--- config.mk ---
export PLATFORM = sky130hd
export DESIGN_NAME = tcbm_drive_link
export DESIGN_NICKNAME = d
export VERILOG_FILES = /design/src/rtl/tcbm_drive_link.sv
export SDC_FILE = /design/constraint.sdc
export NUM_CORES = 1
export LEC_CHECK = 0
export BUFFER_PORTS_ARGS = -buffer_cell sky130_fd_sc_hd__buf_2
export CAP_MARGIN = 0
export CORE_ASPECT_RATIO = 0.5
export CORE_UTILIZATION = 45
export DETAILED_ROUTE_END_ITERATION = 12
export PLACE_DENSITY = 0.69
export SLEW_MARGIN = 40
export SYNTH_ARGS = -nofsm -noshare
export SYNTH_HDL_FRONTEND = slang
export SYNTH_SLANG_ARGS = --single-unit
export TNS_END_PERCENT = 100
--- constraint.sdc ---
create_clock -name clk -period 2.7 [get_ports clk]
set_clock_uncertainty 0.05 [all_clocks]
set_input_delay 0.405 -clock clk [delete_from_list [all_inputs] [get_ports clk]]
set_output_delay 0.405 -clock clk [all_outputs]
set_load 0.005 [all_outputs]
--- src/rtl/tcbm_drive_link.sv ---
// Drive-side TCBM link engine: synchronises host DAV, runs the 4-phase DAV/ACK
// handshake and bridges command/data/reply bytes to a valid/ready stream.
module tcbm_drive_link #(
  parameter int unsigned SYNC_STAGES    = 2,
  parameter logic [15:0] TIMEOUT_CYCLES = 16'd50000
) (
  input  logic       clk,
  input  logic       reset,
  input  logic [7:0] tcbm_data_i,
  output logic [7:0] tcbm_data_o,
  output logic       tcbm_data_oe,
  output logic [1:0] tcbm_st_o,
  input  logic       tcbm_dav_i,
  output logic       tcbm_ack_o,
  output logic [7:0] rx_cmd,
  output logic [7:0] rx_data,
  output logic       rx_valid,
  input  logic       rx_ready,
  input  logic [7:0] tx_data,
  input  logic [1:0] tx_st,
  input  logic       tx_valid,
  output logic       tx_ready,
  output logic       timeout_o
);

  typedef enum logic [2:0] {
    S_IDLE,
    S_CMD_ACK,
    S_RX_WAIT,
    S_RX_HOLD,
    S_RX_ACK,
    S_TX_WAIT,
    S_TX_SETUP,
    S_TX_ACK
  } state_t;

  state_t                 state;
  logic [SYNC_STAGES-1:0] dav_sync;
  logic                   dav_s;
  logic [15:0]            tmo_cnt;

  // DAV idles high, so the synchroniser resets to all ones.
  always_ff @(posedge clk or posedge reset) begin
    if (reset) begin
      dav_sync <= '1;
    end else begin
      dav_sync <= {dav_sync[SYNC_STAGES-2:0], tcbm_dav_i};
    end
  end

  assign dav_s = dav_sync[SYNC_STAGES-1];

  always_ff @(posedge clk or posedge reset) begin
    if (reset) begin
      state        <= S_IDLE;
      tcbm_ack_o   <= 1'b1;
      tcbm_data_oe <= 1'b0;
      tcbm_data_o  <= '0;
      tcbm_st_o    <= '0;
      rx_valid     <= 1'b0;
      rx_cmd       <= '0;
      rx_data      <= '0;
      tx_ready     <= 1'b0;
      timeout_o    <= 1'b0;
      tmo_cnt      <= '0;
    end else begin
      tx_ready  <= 1'b0;
      timeout_o <= 1'b0;
      if (state != S_IDLE) begin
        tmo_cnt <= tmo_cnt + 16'd1;
      end

      // Abort takes priority over any handshake step; each transition below
      // also restarts the stall counter.
      if (state != S_IDLE && tmo_cnt == TIMEOUT_CYCLES - 16'd1) begin
        state        <= S_IDLE;
        tcbm_ack_o   <= 1'b1;
        tcbm_data_oe <= 1'b0;
        rx_valid     <= 1'b0;
        timeout_o    <= 1'b1;
        tmo_cnt      <= '0;
      end else begin
        case (state)
          S_IDLE: begin
            if (!dav_s) begin
              rx_cmd     <= tcbm_data_i;
              tcbm_st_o  <= 2'b00;
              tcbm_ack_o <= 1'b0;
              state      <= S_CMD_ACK;
              tmo_cnt    <= '0;
            end
          end
          S_CMD_ACK: begin
            if (dav_s) begin
              tcbm_ack_o <= 1'b1;
              tmo_cnt    <= '0;
              case (rx_cmd)
                8'h81, 8'h82, 8'h83: state <= S_RX_WAIT;
                8'h84:               state <= S_TX_WAIT;
                default:             state <= S_IDLE;
              endcase
            end
          end
          S_RX_WAIT: begin
            if (!dav_s) begin
              rx_data  <= tcbm_data_i;
              rx_valid <= 1'b1;
              state    <= S_RX_HOLD;
              tmo_cnt  <= '0;
            end
          end
          S_RX_HOLD: begin
            if (rx_valid && rx_ready) begin
              rx_valid   <= 1'b0;
              tcbm_ack_o <= 1'b0;
              state      <= S_RX_ACK;
              tmo_cnt    <= '0;
            end
          end
          S_RX_ACK: begin
            if (dav_s) begin
              tcbm_ack_o <= 1'b1;
              state      <= S_IDLE;
              tmo_cnt    <= '0;
            end
          end
          S_TX_WAIT: begin
            if (!dav_s && tx_valid) begin
              tcbm_data_o  <= tx_data;
              tcbm_st_o    <= tx_st;
              tcbm_data_oe <= 1'b1;
              tx_ready     <= 1'b1;
              state        <= S_TX_SETUP;
              tmo_cnt      <= '0;
            end
          end
          S_TX_SETUP: begin
            tcbm_ack_o <= 1'b0;
            state      <= S_TX_ACK;
            tmo_cnt    <= '0;
          end
          S_TX_ACK: begin
            if (dav_s) begin
              tcbm_ack_o   <= 1'b1;
              tcbm_data_oe <= 1'b0;
              state        <= S_IDLE;
              tmo_cnt      <= '0;
            end
          end
          default: begin
            state   <= S_IDLE;
            tmo_cnt <= '0;
          end
        endcase
      end
    end
  end

endmodule

==> metrics.yaml, run 1 <==
ant_nets: 0
grt_start_max_net_pins: 53
antenna_cells: 0
clk_path_buf_depth: 2
hold_viol: 0
drt-initial-drc-count: 67
r2r_end: "tmo_cnt[3]"
vias: 1976
num_rows: 19
drc: 0
start_util: 0.4689
slew_headroom: 0.4934
fp.dieW_um: 109.2
synth.cell_area_um2: 2586
insertion_delay_ns: 0.28
setup_violations: 0
fin_crit_ns: 2.334
die_area_um2: 6073
die_height_um: 55.61
wirelength_um: 5272
min_to: "dav_sync[0]"
reg2reg_depth: 5
viasPerCell: 5.384
ys.flop_type: "dfrtp_1"
crit_chain: "or4b_4, or2_1, nor3_2, or2_1, nor2_1"
first_pass_iters: 4
worst_ep_arrival_time_ns: 2.44
ios: 54
synth.most_common_cell: "dfrtp_1"
holdCritPathClass: "input pin to register"
globalRouteMet2Util: 0.3127
cellPowerDensity_nw_per_um2: 972.1
rsz0062_at_grt: "false"
hpwl_um: 3734
clock-sinks: 52
outcome: "complete, no violations"
cpMostUsedCell: "or2_1"
use_met3: 0.04098
critPathRequiredTime_ns: 2.80
grt_first_pass_wirelength_um: 8942
synthCells: 240
ys_seq_area_frac: 0.5046
antenna_found_initial: 0
drive_gt1_frac: 0.3469
rrSetupSlack_ns: 0.37
ys_top_cells_by_area: "dfrtp_1 47%, mux2_2 7.4%, nor2_1 4.2%"
layout_setup_ws_ns: 0.3658
clkTransAtPathRegs_ns: 0.06
worst_path_largest_cell_delay_ns: 0.59
vdd_drop_max_mv: 0.5130
hold_buffers: 0
crit_fanout: 11
place.gp.congestion: 0.8204
fin_setup_tns_ns: 0
grt_use_met1: 0.2523
hold_path.startpoint: "tcbm_dav_i"
cts.repair.resized: 0
layoutNonFillerInstCount: 367
dp.cells: 360
tritoncts: "done"
synth.top_cells.by_count: "49 x dfrtp_1, 29 x nor2_1, 17 x mux2_2"
nNetsFinal: 318
maxCapViolations: 0
grt.busiest_layer: "met2"
yosys_warnings: 0
root_buffer: "clkbuf_16"
grt_pass1_vias: 1952
fin_hold_ws_ns: 0.1665
core_um2: 5515
fmax_mhz: 428.4
period_share: 0.8645
hold_depth: 1
grt_util_all_layers: 0.1905
portBuffers: 53
ys_seq_elements: 52
cts_setup_buffers: 0
area_growth_pct: 20.42
synth-edff-count: 0
post-place-ws_ns: 0.3875
crit_family: "simple AND/OR/NAND/NOR gates"
synth_top_area_frac: 0.4741
yosysTopAreaCell: "dfrtp_1"
yosysUniqueCellTypes: 45
syn-num-nets: 264
critPathSlowestCell: "or4b_4"
setup.worst_path.start_class: "register"
grt_overflow: 0
post_drt_wl_per_cell_um: 14.37
p_leak_uw: 0.001420
cts_buffers: 5
crit_buf_inv: 0
report.final.slew_viol_count: 0
avgSynthCellArea_um2: 10.78
tightest_slew_ns: 0.7541
worstSetupEndpointType: "register"
synthArstFlopShare: 1.000
r2r_start: "tmo_cnt[4]"
crit_type: "register to register"
cts_max_level: 2
fillers: 483
-- logic make-up (layout without fill, tap and decap cells) --
family	count (synthesis)	after routing	synth area share
AND/OR/NAND/NOR	101	101	0.2167
AO/OA/AOI/OAI	31	31	0.07548
multiplexers	25	25	0.1185
flip-flops	52	52	0.5046
adder cells (fa/ha/maj)	1	1	0.004837
buffers and inverters	18	72	0.03918
XOR/XNOR	12	12	0.04064
-- power by group --
group          switching [µW]  internal, µW
registers                 180          1020
logic                     491           541
clock network             266           526
total                     938          2090
-- routing by layer --
layer  part of all wire  wire (µm)
met3              0.033        175
met2               0.48       2533
met1               0.48       2524
met5                  0          0
met4             0.0074         39
-- registers in the layout, summed over array words and instances (netlist names) --
register and cells:
timeout_o 1, state 3, rx_valid 1, rx_data 8, rx_cmd 8, tcbm_data_o 8
tcbm_st_o 2, tcbm_ack_o 1, dav_sync 2, tx_ready 1, tmo_cnt 16, tcbm_data_oe 1
-- cells in the final DEF (no fill, tap or decap), types with 2 or more instances in the layout --
| cell | netlist | layout |
|---|---|---|
| buf_2 | 2 | 53 |
| dfrtp_1 | 49 | 49 |
| nor2_1 | 29 | 29 |
| mux2_2 | 17 | 17 |
| nand2_1 | 16 | 16 |
| a21oi_1 | 12 | 12 |
| xor2_1 | 10 | 10 |
| nand3_1 | 9 | 9 |
| nand4_1 | 8 | 8 |
| mux2_4 | 7 | 7 |
| buf_4 | 2 | 7 |
| nor3_1 | 6 | 6 |
| o21ai_0 | 5 | 5 |
| nand2b_1 | 5 | 5 |
| clkbuf_16 | 0 | 5 |
| or3_1 | 3 | 3 |
| inv_1 | 4 | 3 |
| a211oi_1 | 3 | 3 |
| and3_1 | 3 | 3 |
| nand3b_1 | 3 | 3 |
| nor2b_1 | 3 | 3 |
| or2_1 | 3 | 3 |
| a31oi_1 | 3 | 3 |
| or4_1 | 3 | 3 |
| dfstp_2 | 3 | 3 |
| or4bb_1 | 2 | 2 |
| nor3b_2 | 2 | 2 |
| a31o_1 | 2 | 2 |
| xnor2_1 | 2 | 2 |
| bufinv_16 | 0 | 2 |
-- through the flow --
stage / area, µm² / utilization / total power [µW]
2_1_floorplan: 2586 / - / 1894
3_3_place_gp: 2929 / 0.5311 / 2217
3_5_place_dp: 2929 / 0.5311 / 2257
4_1_cts: 3114 / 0.5647 / 3059
5_1_grt: 3114 / 0.5647 / 3241
6_report: 3114 / 0.5647 / 3027
-- area by class of cell --
class	count	area [µm²]	share of cell area
Timing Repair Buffer	61	337.8	0.1085
Inverter	4	15.01	0.004821
Clock buffer	5	125.1	0.04018
Multi-Input combinational cell	170	1180	0.3789
Sequential cell	52	1305	0.4190
Tap cell	73	91.34	0.02933
Clock inverter	2	60.06	0.01928
-- worst register-to-register path: stages (launching register included) --
cell	delay [ns]
dfrtp_1	0.46
or4b_4	0.59
or2_1	0.29
nor3_2	0.31
or2_1	0.40
nor2_1	0.11
-- worst max-delay path by stage --
| stage | from | end | slack [ns] | cells past startpoint |
|---|---|---|---|---|
| after global routing | tmo_cnt[4] | tmo_cnt[3] | 0.21 | 5 |
| after floorplan | tmo_cnt[4] | rx_data[0] | 0.64 | 5 |
| after CTS | tmo_cnt[4] | tmo_cnt[3] | 0.37 | 5 |
| after detailed placement | tmo_cnt[4] | tmo_cnt[3] | 0.39 | 5 |
| after global placement | tmo_cnt[4] | rx_data[0] | 0.44 | 4 |
| final | tmo_cnt[4] | tmo_cnt[3] | 0.37 | 5 |
No activity file was read; power rests on OpenSTA's default activity.
==> run 2, diff against run 1 <==
- PLACE_DENSITY: 0.69 -> 0.67
==> run 2 against run 1 <==
Against the previous run: sequential share of layout area is 0.37 points higher; critical path depth is 1 lower; design area shrank 0.88%; fmax fell by 4.4%; die area unchanged; worst hold slack about the same; via count shrank 1.2%; setup slack got worse by 0.11 ns.
==> metrics.yaml, run 2 (synthesis results as in run 1) <==
min_to: "dav_sync[0]"
crit_type: "register to register"
clk_path_buf_depth: 2
fp.dieW_um: 109.2
clkTransAtPathRegs_ns: 0.07
largest_reg_flops: 16
clock-sinks: 52
worst_path_largest_cell_delay_ns: 0.59
dr_wl_met3_um: 191
rsz0062_at_grt: "false"
regArea_um2: 1305
place.gp.congestion: 0.8027
core_um2: 5515
hpwl_um: 3672
viasPerCell: 5.264
report.final.slew_viol_count: 0
period_share: 0.9041
fmax_mhz: 409.6
wirelength_um: 5183
drc: 0
hold_depth: 1
drt-met1-wl_um: 2550
ant_nets: 0
worst_ep_arrival_time_ns: 2.57
portBuffers: 53
cellPowerDensity_nw_per_um2: 924.5
tritoncts: "done"
holdCritPathClass: "input pin to register"
cts.repair.resized: 0
grt_first_pass_wirelength_um: 9004
regMostFlops: "tmo_cnt"
maxCapViolations: 0
grt_pass1_vias: 1922
critPathRequiredTime_ns: 2.83
root_buffer: "clkbuf_16"
grt_overflow: 0
crit_family: "simple AND/OR/NAND/NOR gates"
r2r_start: "tmo_cnt[4]"
critPathSlowestCell: "or4b_4"
stdcell_area_um2: 3087
post_drt_wl_per_cell_um: 13.97
fin_setup_tns_ns: 0
setup_violations: 0
worstSetupEndpointType: "register"
crit_fanout: 8
vias: 1953
insertion_delay_ns: 0.29
cts_max_level: 2
fin_crit_ns: 2.441
num_rows: 19
setup.worst_path.start_class: "register"
start_util: 0.4689
rrSetupSlack_ns: 0.26
place_area_um2: 2939
r2r_end: "rx_data[3]"
grt_start_max_net_pins: 53
drive_gt1_frac: 0.3557
hold_path.startpoint: "tcbm_dav_i"
die_area_um2: 6073
reg2reg_depth: 4
drt-initial-drc-count: 142
final_cell_mix: "53 x buf_2, 49 x dfrtp_1, 29 x nor2_1"
antenna_cells: 0
hold_buffers: 0
crit_chain: "or4b_4, nor4_4, or4_1, mux2_2"
first_pass_iters: 4
wl_met2_um: 2420
nNetsFinal: 321
outcome: "complete, no violations"
ios: 54
dr.max_layer_used: "met4"
crit_cells: 4
multi_input_area_um2: 1180
die_height_um: 55.61
area_growth_pct: 19.35
final_common_cell: "buf_2"
p_leak_uw: 0.001418
tightest_slew_ns: 0.7033
vdd_drop_max_mv: 0.5048
cts_setup_buffers: 0
hold_viol: 0
cts_buffers: 5
antenna_found_initial: 0
grt_util_all_layers: 0.1866
crit_buf_inv: 0
slew_headroom: 0.5302
fillers: 484
[run 2: metrics by stage]
stage          power (µW)  utilization  cells  hold slack [ns]  setup slack, ns
2_1_floorplan        1894            -    240           0.2952           0.6423
3_3_place_gp         2226       0.5329    363           0.2986           0.3194
3_5_place_dp         2247       0.5329    363           0.2968           0.2603
4_1_cts              2888       0.5597    371           0.1606           0.2560
5_1_grt              3059       0.5597    371           0.1538           0.1241
6_report             2854       0.5597    371           0.1670           0.2588
[run 2: where the power goes]
part | internal, µW | switching, µW | leakage [µW]
logic | 540 | 502 | 0.000693
clock network | 347 | 278 | 0.0000742
registers | 1020 | 162 | 0.000651
total | 1910 | 943 | 0.00142
[run 2: worst max path at each step]
| stage | from | endpoint |
|---|---|---|
| global placement | tmo_cnt[4] | rx_data[3] |
| global route | tmo_cnt[4] | tcbm_data_o[3] |
| floorplan | tmo_cnt[4] | rx_data[0] |
| finish | tmo_cnt[4] | rx_data[3] |
| CTS | tmo_cnt[4] | tcbm_data_o[3] |
| detailed placement | tmo_cnt[4] | rx_data[0] |
[run 2: layout make-up]
class,count,share of cell area
clock buffers,5,0.04054
clock inverters,3,0.007296
inverters,4,0.004864
multi-input cells,170,0.3822
flip-flops and latches,52,0.4228
well taps,73,0.02959
repair buffers,64,0.1127
[run 2: metal layers]
layer / global-route usage / up-vias
li1: - / 963
met1: 0.2740 / 947
met2: 0.2875 / 41
met3: 0.04567 / 2
met4: 0.02667 / 0
met5: 0 / -
[run 2: worst reg2reg max path, stage by stage, from the launching register on]
cell     delay, ns
dfrtp_1       0.46
or4b_4        0.59
nor4_4        0.44
or4_1         0.42
mux2_2        0.38
==> run 3, diff against run 2 <==
- CORE_UTILIZATION: 45 -> 54
- PLACE_DENSITY: 0.67 -> 0.78
==> run 3 against run 2 <==
Against the previous run: worst hold slack worse by 0.065 ns; fmax is 1.9% lower; sequential power rose by 3%; routed wire length about the same; critical endpoint is now rx_data[7]; non-clock buffer count decreased by 1; sequential cell count unchanged; critical path depth is the same; die area fell by 16%; via count fell by 0.26%.
==> metrics.yaml, run 3 (synthesis results as in run 1) <==
outcome: "complete, no violations"
clk_path_buf_depth: 2
rsz0062_at_grt: "false"
worst_ep_arrival_time_ns: 2.63
portBuffers: 53
die_area_um2: 5087
tightest_slew_ns: 0.5852
r2r_start: "tmo_cnt[4]"
vdd_drop_max_mv: 0.5108
start_util: 0.5762
finalCoreUtilization: 0.6719
first_pass_iters: 4
period_share: 0.9216
drc: 0
fmax_mhz: 401.9
hpwl_um: 3709
clkTransAtPathRegs_ns: 0.09
reg2reg_depth: 4
fin_setup_tns_ns: 0
grt_first_pass_wirelength_um: 8459
drt-initial-drc-count: 64
power.total_uw: 2704
r2r_end: "rx_data[7]"
drive_gt1_frac: 0.3535
ant_nets: 0
tritoncts: "done"
slew_headroom: 0.6093
grt_overflow: 0
largest_reg_flops: 16
p_leak_uw: 0.001388
grt_pass1_vias: 1806
holdCritPathClass: "input pin to asynchronous set/reset pin"
vias: 1948
cp-endpoint: "rx_data[7]"
final_common_cell: "buf_2"
worstSetupEndpointType: "register"
die_height_um: 50.94
viasPerCell: 5.366
crit_type: "register to register"
grt_start_max_net_pins: 29
crit_fanout: 8
cts_max_level: 2
hold_buffers: 0
critPathRequiredTime_ns: 2.84
post_drt_wl_per_cell_um: 14.29
report.final.slew_viol_count: 0
rrSetupSlack_ns: 0.21
root_buffer: "clkbuf_8"
setup_violations: 0
fin_crit_ns: 2.488
core_um2: 4488
cellPowerDensity_nw_per_um2: 896.7
final_cell_mix: "53 x buf_2, 49 x dfrtp_1, 29 x nor2_1"
wirelength_um: 5186
antenna_cells: 0
ios: 54
num_rows: 17
setup.worst_path.start_class: "register"
startpoint: "tmo_cnt[4]"
cts.repair.resized: 0
hold_viol: 0
clock-sinks: 52
fp.dieW_um: 99.87
grt_util_all_layers: 0.2199
area_growth_pct: 16.59
insertion_delay_ns: 0.30
cts_buffers: 5
cts_setup_buffers: 0
fillers: 358
maxCapViolations: 0
nNetsFinal: 320
regMostFlops: "tmo_cnt"
place.gp.congestion: 0.8672
antenna_found_initial: 0
run 3: worst min-delay path by stage:
stage | from | end | slack [ns] | cells past startpoint
3_5_place_dp | dav_sync[0] | dav_sync[1] | 0.30 | 0
4_1_cts | reset | tmo_cnt[2] | 0.12 | 2
2_1_floorplan | dav_sync[0] | dav_sync[1] | 0.30 | 0
5_1_grt | tcbm_dav_i | dav_sync[0] | 0.13 | 1
6_report | reset | tmo_cnt[10] | 0.10 | 2
3_3_place_gp | dav_sync[0] | dav_sync[1] | 0.30 | 0
run 3: routing by layer:
| layer | global-route usage | up-vias | share of wire |
|---|---|---|---|
| met5 | 0 | - | 0 |
| met4 | 0.07353 | 0 | 0.0096 |
| met3 | 0.04514 | 7 | 0.048 |
| met2 | 0.3494 | 55 | 0.47 |
| met1 | 0.3054 | 923 | 0.47 |
| li1 | - | 963 | - |
run 3: layout make-up:
class,count,area (µm²),share of cell area
clock buffers,6,82.58,0.02739
clock inverters,2,10.01,0.003320
inverters,4,15.01,0.004979
multi-input cells,170,1180,0.3913
flip-flops and latches,52,1305,0.4328
well taps,66,82.58,0.02739
repair buffers,63,340.3,0.1129
run 3: report_power, final:
group	switching [µW]	internal [µW]
clock	251	205
sequential	213	1020
combinational	461	553
run 3: critical path, cell delays in order, from the launching register on:
cell     delay [ns]
dfrtp_1        0.46
or4b_4         0.58
nor4_4         0.48
or4_1          0.42
mux2_2         0.38
run 3: metrics by stage:
step	worst slack, ns	hold WS, ns	cell area, µm²	cells
final	0.2118	0.1017	3015	363
after global routing	0.08369	0.1313	3015	363
after detailed placement	0.2328	0.3009	2923	355
after global placement	0.3098	0.2958	2923	355
after CTS	0.2143	0.1210	3015	363
after floorplan	0.6423	0.2952	2586	240
